--- config.mk ---
export PLATFORM = sky130hd
export DESIGN_NAME = ifetch_unit
export DESIGN_NICKNAME = d
export VERILOG_FILES = /design/src/rtl/ifetch_unit.sv
export SDC_FILE = /design/constraint.sdc
export NUM_CORES = 1
export LEC_CHECK = 0
export ABC_AREA = 1
export CORE_MARGIN = 3
export CORE_UTILIZATION = 30
export DETAILED_ROUTE_END_ITERATION = 8
export GPL_TIMING_DRIVEN = 0
export PLACE_DENSITY = 0.69
export SYNTH_ARGS = -nofsm -noshare
export SYNTH_HDL_FRONTEND = slang
export SYNTH_SLANG_ARGS = --single-unit
--- constraint.sdc ---
create_clock -name clk -period 1.25 [get_ports clk]
set_input_delay 0.25 -clock clk [delete_from_list [all_inputs] [get_ports clk]]
set_output_delay 0.25 -clock clk [all_outputs]
set_load 0.02 [all_outputs]
--- src/rtl/ifetch_unit.sv ---
// Instruction fetch: issues one req/gnt/rvalid bus transaction per PC and buffers the instruction
// for decode. Responses made stale by a redirect are dropped.
module ifetch_unit #(
   parameter int unsigned XLEN = 32,
   parameter int unsigned ILEN = 32
) (
   input  logic            clk,
   input  logic            n_reset,
   input  logic [XLEN-1:0] fetch_pc,
   input  logic            redirect,
   output logic            imem_req,
   output logic [XLEN-1:0] imem_addr,
   input  logic            imem_gnt,
   input  logic            imem_rvalid,
   input  logic [ILEN-1:0] imem_rdata,
   input  logic            imem_err,
   output logic            instr_valid,
   input  logic            instr_ready,
   output logic [ILEN-1:0] instr,
   output logic [XLEN-1:0] instr_pc,
   output logic            fetch_fault,
   output logic            pc_advance
);

   typedef enum logic [1:0] {StReq, StWait, StHold} state_e;

   state_e            state_q, state_d;
   logic              drop_q;
   logic [XLEN-1:0]   req_pc_q;
   logic [ILEN-1:0]   instr_q;
   logic [XLEN-1:0]   instr_pc_q;
   logic              fault_q;
   logic              misaligned;

   assign misaligned = (fetch_pc[1:0] != 2'b00);

   always_ff @(posedge clk or negedge n_reset) begin
      if (!n_reset) begin
         state_q <= StReq;
      end else begin
         state_q <= state_d;
      end
   end

   always_comb begin
      state_d = state_q;
      unique case (state_q)
         StReq: begin
            if (misaligned) begin
               state_d = StHold;
            end else if (imem_gnt) begin
               state_d = StWait;
            end
         end
         StWait: begin
            if (imem_rvalid) begin
               state_d = (drop_q || redirect) ? StReq : StHold;
            end
         end
         StHold: begin
            // A completing handshake and a redirect both leave HOLD; the handshake still counts.
            if (instr_ready || redirect) begin
               state_d = StReq;
            end
         end
         default: state_d = StReq;
      endcase
   end

   always_comb begin
      imem_req    = 1'b0;
      instr_valid = 1'b0;
      pc_advance  = 1'b0;
      unique case (state_q)
         StReq: imem_req = n_reset && !misaligned;
         StHold: begin
            instr_valid = 1'b1;
            pc_advance  = instr_ready;
         end
         default: ;
      endcase
   end

   assign imem_addr = fetch_pc;

   always_ff @(posedge clk or negedge n_reset) begin
      if (!n_reset) begin
         drop_q     <= 1'b0;
         req_pc_q   <= '0;
         instr_q    <= '0;
         instr_pc_q <= '0;
         fault_q    <= 1'b0;
      end else begin
         case (state_q)
            StReq: begin
               if (misaligned) begin
                  instr_q    <= '0;
                  instr_pc_q <= fetch_pc;
                  fault_q    <= 1'b1;
               end else if (imem_gnt) begin
                  req_pc_q <= fetch_pc;
                  drop_q   <= redirect;
               end
            end
            StWait: begin
               if (imem_rvalid) begin
                  drop_q <= 1'b0;
                  if (!(drop_q || redirect)) begin
                     instr_q    <= imem_rdata;
                     instr_pc_q <= req_pc_q;
                     fault_q    <= imem_err;
                  end
               end else if (redirect) begin
                  drop_q <= 1'b1;
               end
            end
            default: ;
         endcase
      end
   end

   assign instr       = instr_q;
   assign instr_pc    = instr_pc_q;
   assign fetch_fault = fault_q;

endmodule

Word level (Yosys, flattened, before mapping)
Index checks and enable logic that the tools add are counted.
Widths: inputs -> output; s select.
{"block": "classes", "shift": 0, "n_reduce_logical": 11, "magnitude_cmp": 0, "n_eq_ne": 10, "bitwise": 1, "mux": 26, "n_div": 0, "n_mul": 0, "n_addsub": 0}
{"operator": "$mux 32", "n": 6}
{"operator": "$pmux 32 s2", "n": 2}
{"operator": "$ne 2x2->1 const B", "n": 6}
{"operator": "$mux 1", "n": 10}
{"operator": "$mux 2", "n": 5}
{"operator": "$reduce_and 4->1", "n": 2}
{"operator": "$ne 3x3->1 const B", "n": 2}
{"operator": "$pmux 2 s3", "n": 1}
{"operator": "$reduce_and 3->1", "n": 2}
{"operator": "$pmux 1 s2", "n": 2}
{"operator": "$reduce_bool 2->1", "n": 2}
{"operator": "$eq 2x1->1 const B", "n": 1}
{"operator": "$eq 2x2->1 const B", "n": 1}
{"operator": "$logic_not 2->1", "n": 1}
{"operator": "$logic_or 1x1->1", "n": 2}
{"operator": "$logic_and 1x1->1", "n": 1}
{"operator": "$logic_not 1->1", "n": 1}
{"operator": "$not 1->1", "n": 1}
{"block": "word_totals", "word_cells": 54, "latch_bits": 0, "in_bits": 71, "register_bits": 100, "ram_bits": 0, "out_inout_bits": 100, "memories": 0, "romBits": 0}

Longest topological paths before layout
Gate-level depths: netlist of run 1.
{"block": "logic_depth", "word_depth": 4, "depth_mapped": 9, "ltp_nobuf": 7}

Worst setup path before layout of run 1
OpenSTA, ideal clock, no wires.
{"block": "synth_path", "kind": "reg-to-output", "startpoint": "reg state_q[1]", "endpoint": "out imem_req", "path_buffers": 0, "path_slack_ns": -0.160, "arrival_time_ns": 1.160, "path_stages_with_launch": 4, "t_required_ns": 1.000, "cell_sequence": "dfrtp_1 > inv_2 > nand2_2 > nor3b_1"}
{"block": "synth_between", "elab_chain_cells": 2}
{"item": "start: declaration", "line": "27", "text": "state_e state_q, state_d;"}
{"item": "start signal: assignment", "line": "39", "text": "state_q <= StReq;"}
{"item": "start signal: assignment", "line": "41", "text": "state_q <= state_d;"}
{"item": "$logic_not 2->1", "line": "74", "text": "unique case (state_q)"}
{"item": "$mux 1", "line": "74"}
{"item": "end: declaration", "line": "11", "text": "output logic imem_req,"}
No other way between the ends.

Worst setup path after layout of run 1
{"block": "layout_path", "startpoint": "reg state_q[0]", "endpoint": "out pc_advance"}
{"block": "layout_between", "elab_chain_cells": 2}
{"item": "$eq 2x2->1", "line": "74"}
{"item": "$mux 1", "line": "74"}
{"item": "end: declaration", "line": "22", "text": "output logic pc_advance"}
No other way between the ends.

==> results of run 1 <==
stage by stage:
| step | cells | setup slack, ns | util, % |
|---|---|---|---|
| final | 1059 | -0.279 | 53.1 |
| after CTS | 1049 | -0.304 | 48.9 |
| after floorplan | 623 | -0.0194 | - |
| after global placement | 1004 | -4.55 | 44.2 |
| after global routing | 1059 | -0.349 | 53.1 |
| after detailed placement | 1005 | -0.851 | 44.4 |
synthesized netlist by cell type:
library cell  number  area (sq um)
a21oi_1            1          5.00
and3_1             1          6.26
buf_2             16          80.1
buf_4             36           270
buf_6              7          78.8
clkbuf_1           7          26.3
clkbuf_2           2          10.0
dfrtp_1          100          2500
inv_1             65           244
inv_2              3          11.3
nand2_1          213           800
nand2_2            4          25.0
nand3_1           70           350
nand3_2            1          10.0
nor2_1            36           135
nor2_2             1          6.26
nor2_8             1          20.0
nor3b_1            1          7.51
o21ai_0           57           285
or2_2              1          6.26
layer usage:
layer	share of wire, %	vias up
met2	48	164
met5	0	-
met4	1.1	0
met1	45	2243
li1	-	2349
met3	6.6	13
final cells by class:
cell class,count,area [sq um]
Fill cell,1488,7280
Sequential cell,100,2500
Multi-Input combinational cell,388,2240
Timing Repair Buffer,211,1990
Buffer,65,699
Tap cell,211,264
Inverter,68,258
Clock buffer,9,225
Clock inverter,7,73.8
sequential cells by signal, indices dropped and copies added, names as in the netlist:
name and cells:
instr 32, state_q 2, drop_q 1, instr_pc 32, fetch_fault 1, req_pc_q 32
power by group:
part	leakage [nW]	internal (mW)	switching [mW]	total, mW
clock network	0.146	1.56	1.29	2.85
logic	3.12	2.83	3.47	6.30
registers	1.29	4.35	0.712	5.06
logic make-up (layout without fill, tap and decap cells):
logic type | Yosys count | count (layout) | synth area share [%]
flip-flops | 100 | 100 | 51.3
AND/OR/NAND/NOR | 329 | 330 | 28.0
AO/OA/AOI/OAI | 58 | 58 | 5.95
buffers and inverters | 136 | 360 | 14.8
layout by cell type, fill, tap and decap left out, types with 3 or more instances in the layout:
cell / instances
o21ai_2: 21
nand3_1: 46
clkdlybuf4s50_1: 52
clkdlybuf4s15_2: 3
buf_6: 17
nand2_4: 21
buf_4: 68
inv_1: 65
dlygate4sd2_1: 5
nor2_1: 34
clkbuf_16: 20
o21ai_0: 9
o21ai_1: 26
nand2_2: 62
dfrtp_1: 99
nand2_1: 133
buf_8: 19
buf_2: 71
nand3_2: 24
buf_12: 12
dlymetal6s2s_1: 12
worst max-delay path by stage:
stage / from / to / slack, ns / cells after the start
6_report: state_q[0] / pc_advance / -0.28 / 4
5_1_grt: state_q[0] / imem_req / -0.35 / 4
4_1_cts: state_q[1] / imem_req / -0.30 / 4
3_5_place_dp: n_reset / imem_req / -0.85 / 3
3_3_place_gp: n_reset / imem_req / -4.55 / 3
2_1_floorplan: state_q[0] / req_pc_q[10] / -0.02 / 7
repair_timing:
item | 4_1_cts | 5_1_grt
resized for setup | 549 | 203
gates cloned | 7 | 11
pin swaps | 17 | 20
setup endpoints to repair | 199 | 131
setup buffers | 23 | 7
hold endpoints to repair | 56 | 56
==> run_results.csv, run 1 <==
group,metric,value,unit
run_status,run_status,"finished with violations",
run_status,violations,"hold timing, setup timing",
cts,cts-htree-levels,3,
cts,cts_num_sinks,100,
worst_setup_path,slowest_delay,0.41,ns
placed_design,routabilityCongestion,0.755,
finish,nets,914,
global_route,busiest_layer,"met2",
global_route,grt_pass1_vias,4707,
timing,max-slew-margin-rel,62.5,%
timing,fin_crit_sh,122,%
finish,antennaDiodeCount,0,
yosys,synth.distinct_cells,20,
global_route,use_met3,5.97,%
global_route,grt_pass1_wl,24.2,mm
timing,slew_viol_final,0,
worst_setup_path,critPathKind,"reg2out",
yosys,synth-seq-cells,100,
floorplanning,rows,45,
global_route,antenna_found_initial,0,
drt,drt_iter0_drc,185,
floorplanning,ios,171,
global_route,grt_max_degree,59,
worst_setup_path,timing.rr.start,"state_q[1]",
timing,hold_viol,56,
floorplanning,fp.coreArea,15500,sq um
pwr,power_density,1720,nW/um^2
timing,whs,-0.120,ns
pwr,power.leakage,4.55,nW
global_route,grt_use_met1,21.2,%
global_route,overflow,0,
worst_setup_path,cpLargestDelayFamily,"flip-flops",
finish,fin_area,8260,sq um
drt,vias,4769,
global_route,grt_util_all_layers,16.8,%
worst_setup_path,rr_endpoint,"req_pc_q[13]",
timing,fin_ws,-0.279,ns
drt,via_per_inst,4.50,
hold_path,holdCritPathClass,"in2async",
floorplanning,start_util,31.4,%
floorplanning,chipHeight,134,microns
timing,fmax,0.654,GHz
worst_setup_path,cp.arrival,1.28,ns
worst_setup_path,path_max_fanout,3,
timing,setup_viol,103,
global_route,grt_use_met2,28.1,%
cts,root_buffer,"clkbuf_16",
cts,ctsLongestPathBuffers,2,
worst_setup_path,cpMaxStageDelayCell,"dfrtp_1",
timing,finalCriticalPeriod,1.53,ns
timing,tightest_slew,0.563,ns
cts,cts_buffers,9,
timing,rsz0062_at_grt,"yes",
timing,setup_tns,-23.19,ns
flow_run,drv_cap,0,
drt,drc,0,
drt,firstDrtPassIters,5,
finish,area_growth_syn_to_layout,69.2,%
yosys,ys_seq_area_share,51.3,%
yosys,syn_inst,623,
cts,clk_latency,0.35,ns
timing,fin_skew,0.00653,ns
cts,tritoncts,"done",
yosys,synthesis.area,4880,sq um
finish,drive_above_1_share,43.2,%
pwr,vdd.ir_drop.worst,0.000864,V
floorplanning,die_x,134,microns
pwr,power,14.2,mW
floorplanning,die-area,17800,sq um
drt,drt_wl_total,15.6,mm
placed_design,io_buffers,170,
worst_setup_path,rr_worst_depth,8,
worst_setup_path,worst-path-buf-inv,3,
drt,postRouteAntennaNets,0,
worst_setup_path,regToRegSetupSlack,-0.27,ns
drt,wire_per_inst,14.7,microns
yosys,synth.avg_cell_area,7.83,sq um
placed_design,hpwl,9.94,mm
yosys,yosysWarningCount,0,
worst_setup_path,startpoint_type,"flip-flop",
cts,cts.clk_slew.worst_paths,0.07,ns
yosys,syn-num-nets,694,
placed_design,dpl-instance-area,6900,sq um
worst_setup_path,cp-end-kind,"output port",
worst_setup_path,required,1.00,ns
worst_setup_path,path_cells,"inv_2 > buf_4 > and3_4 > buf_6",
No activity file was read; power rests on OpenSTA's default activity.
==> inputs of run 2 (changes only) <==
--- a/config.mk
+++ b/config.mk
@@ -11,6 +11,7 @@
 export DETAILED_ROUTE_END_ITERATION = 8
 export GPL_TIMING_DRIVEN = 0
 export PLACE_DENSITY = 0.69
+export SLEW_MARGIN = 5
 export SYNTH_ARGS = -nofsm -noshare
 export SYNTH_HDL_FRONTEND = slang
 export SYNTH_SLANG_ARGS = --single-unit
==> results of run 2 <==
Final layout, timing and power as in run 1 (identical DEF).
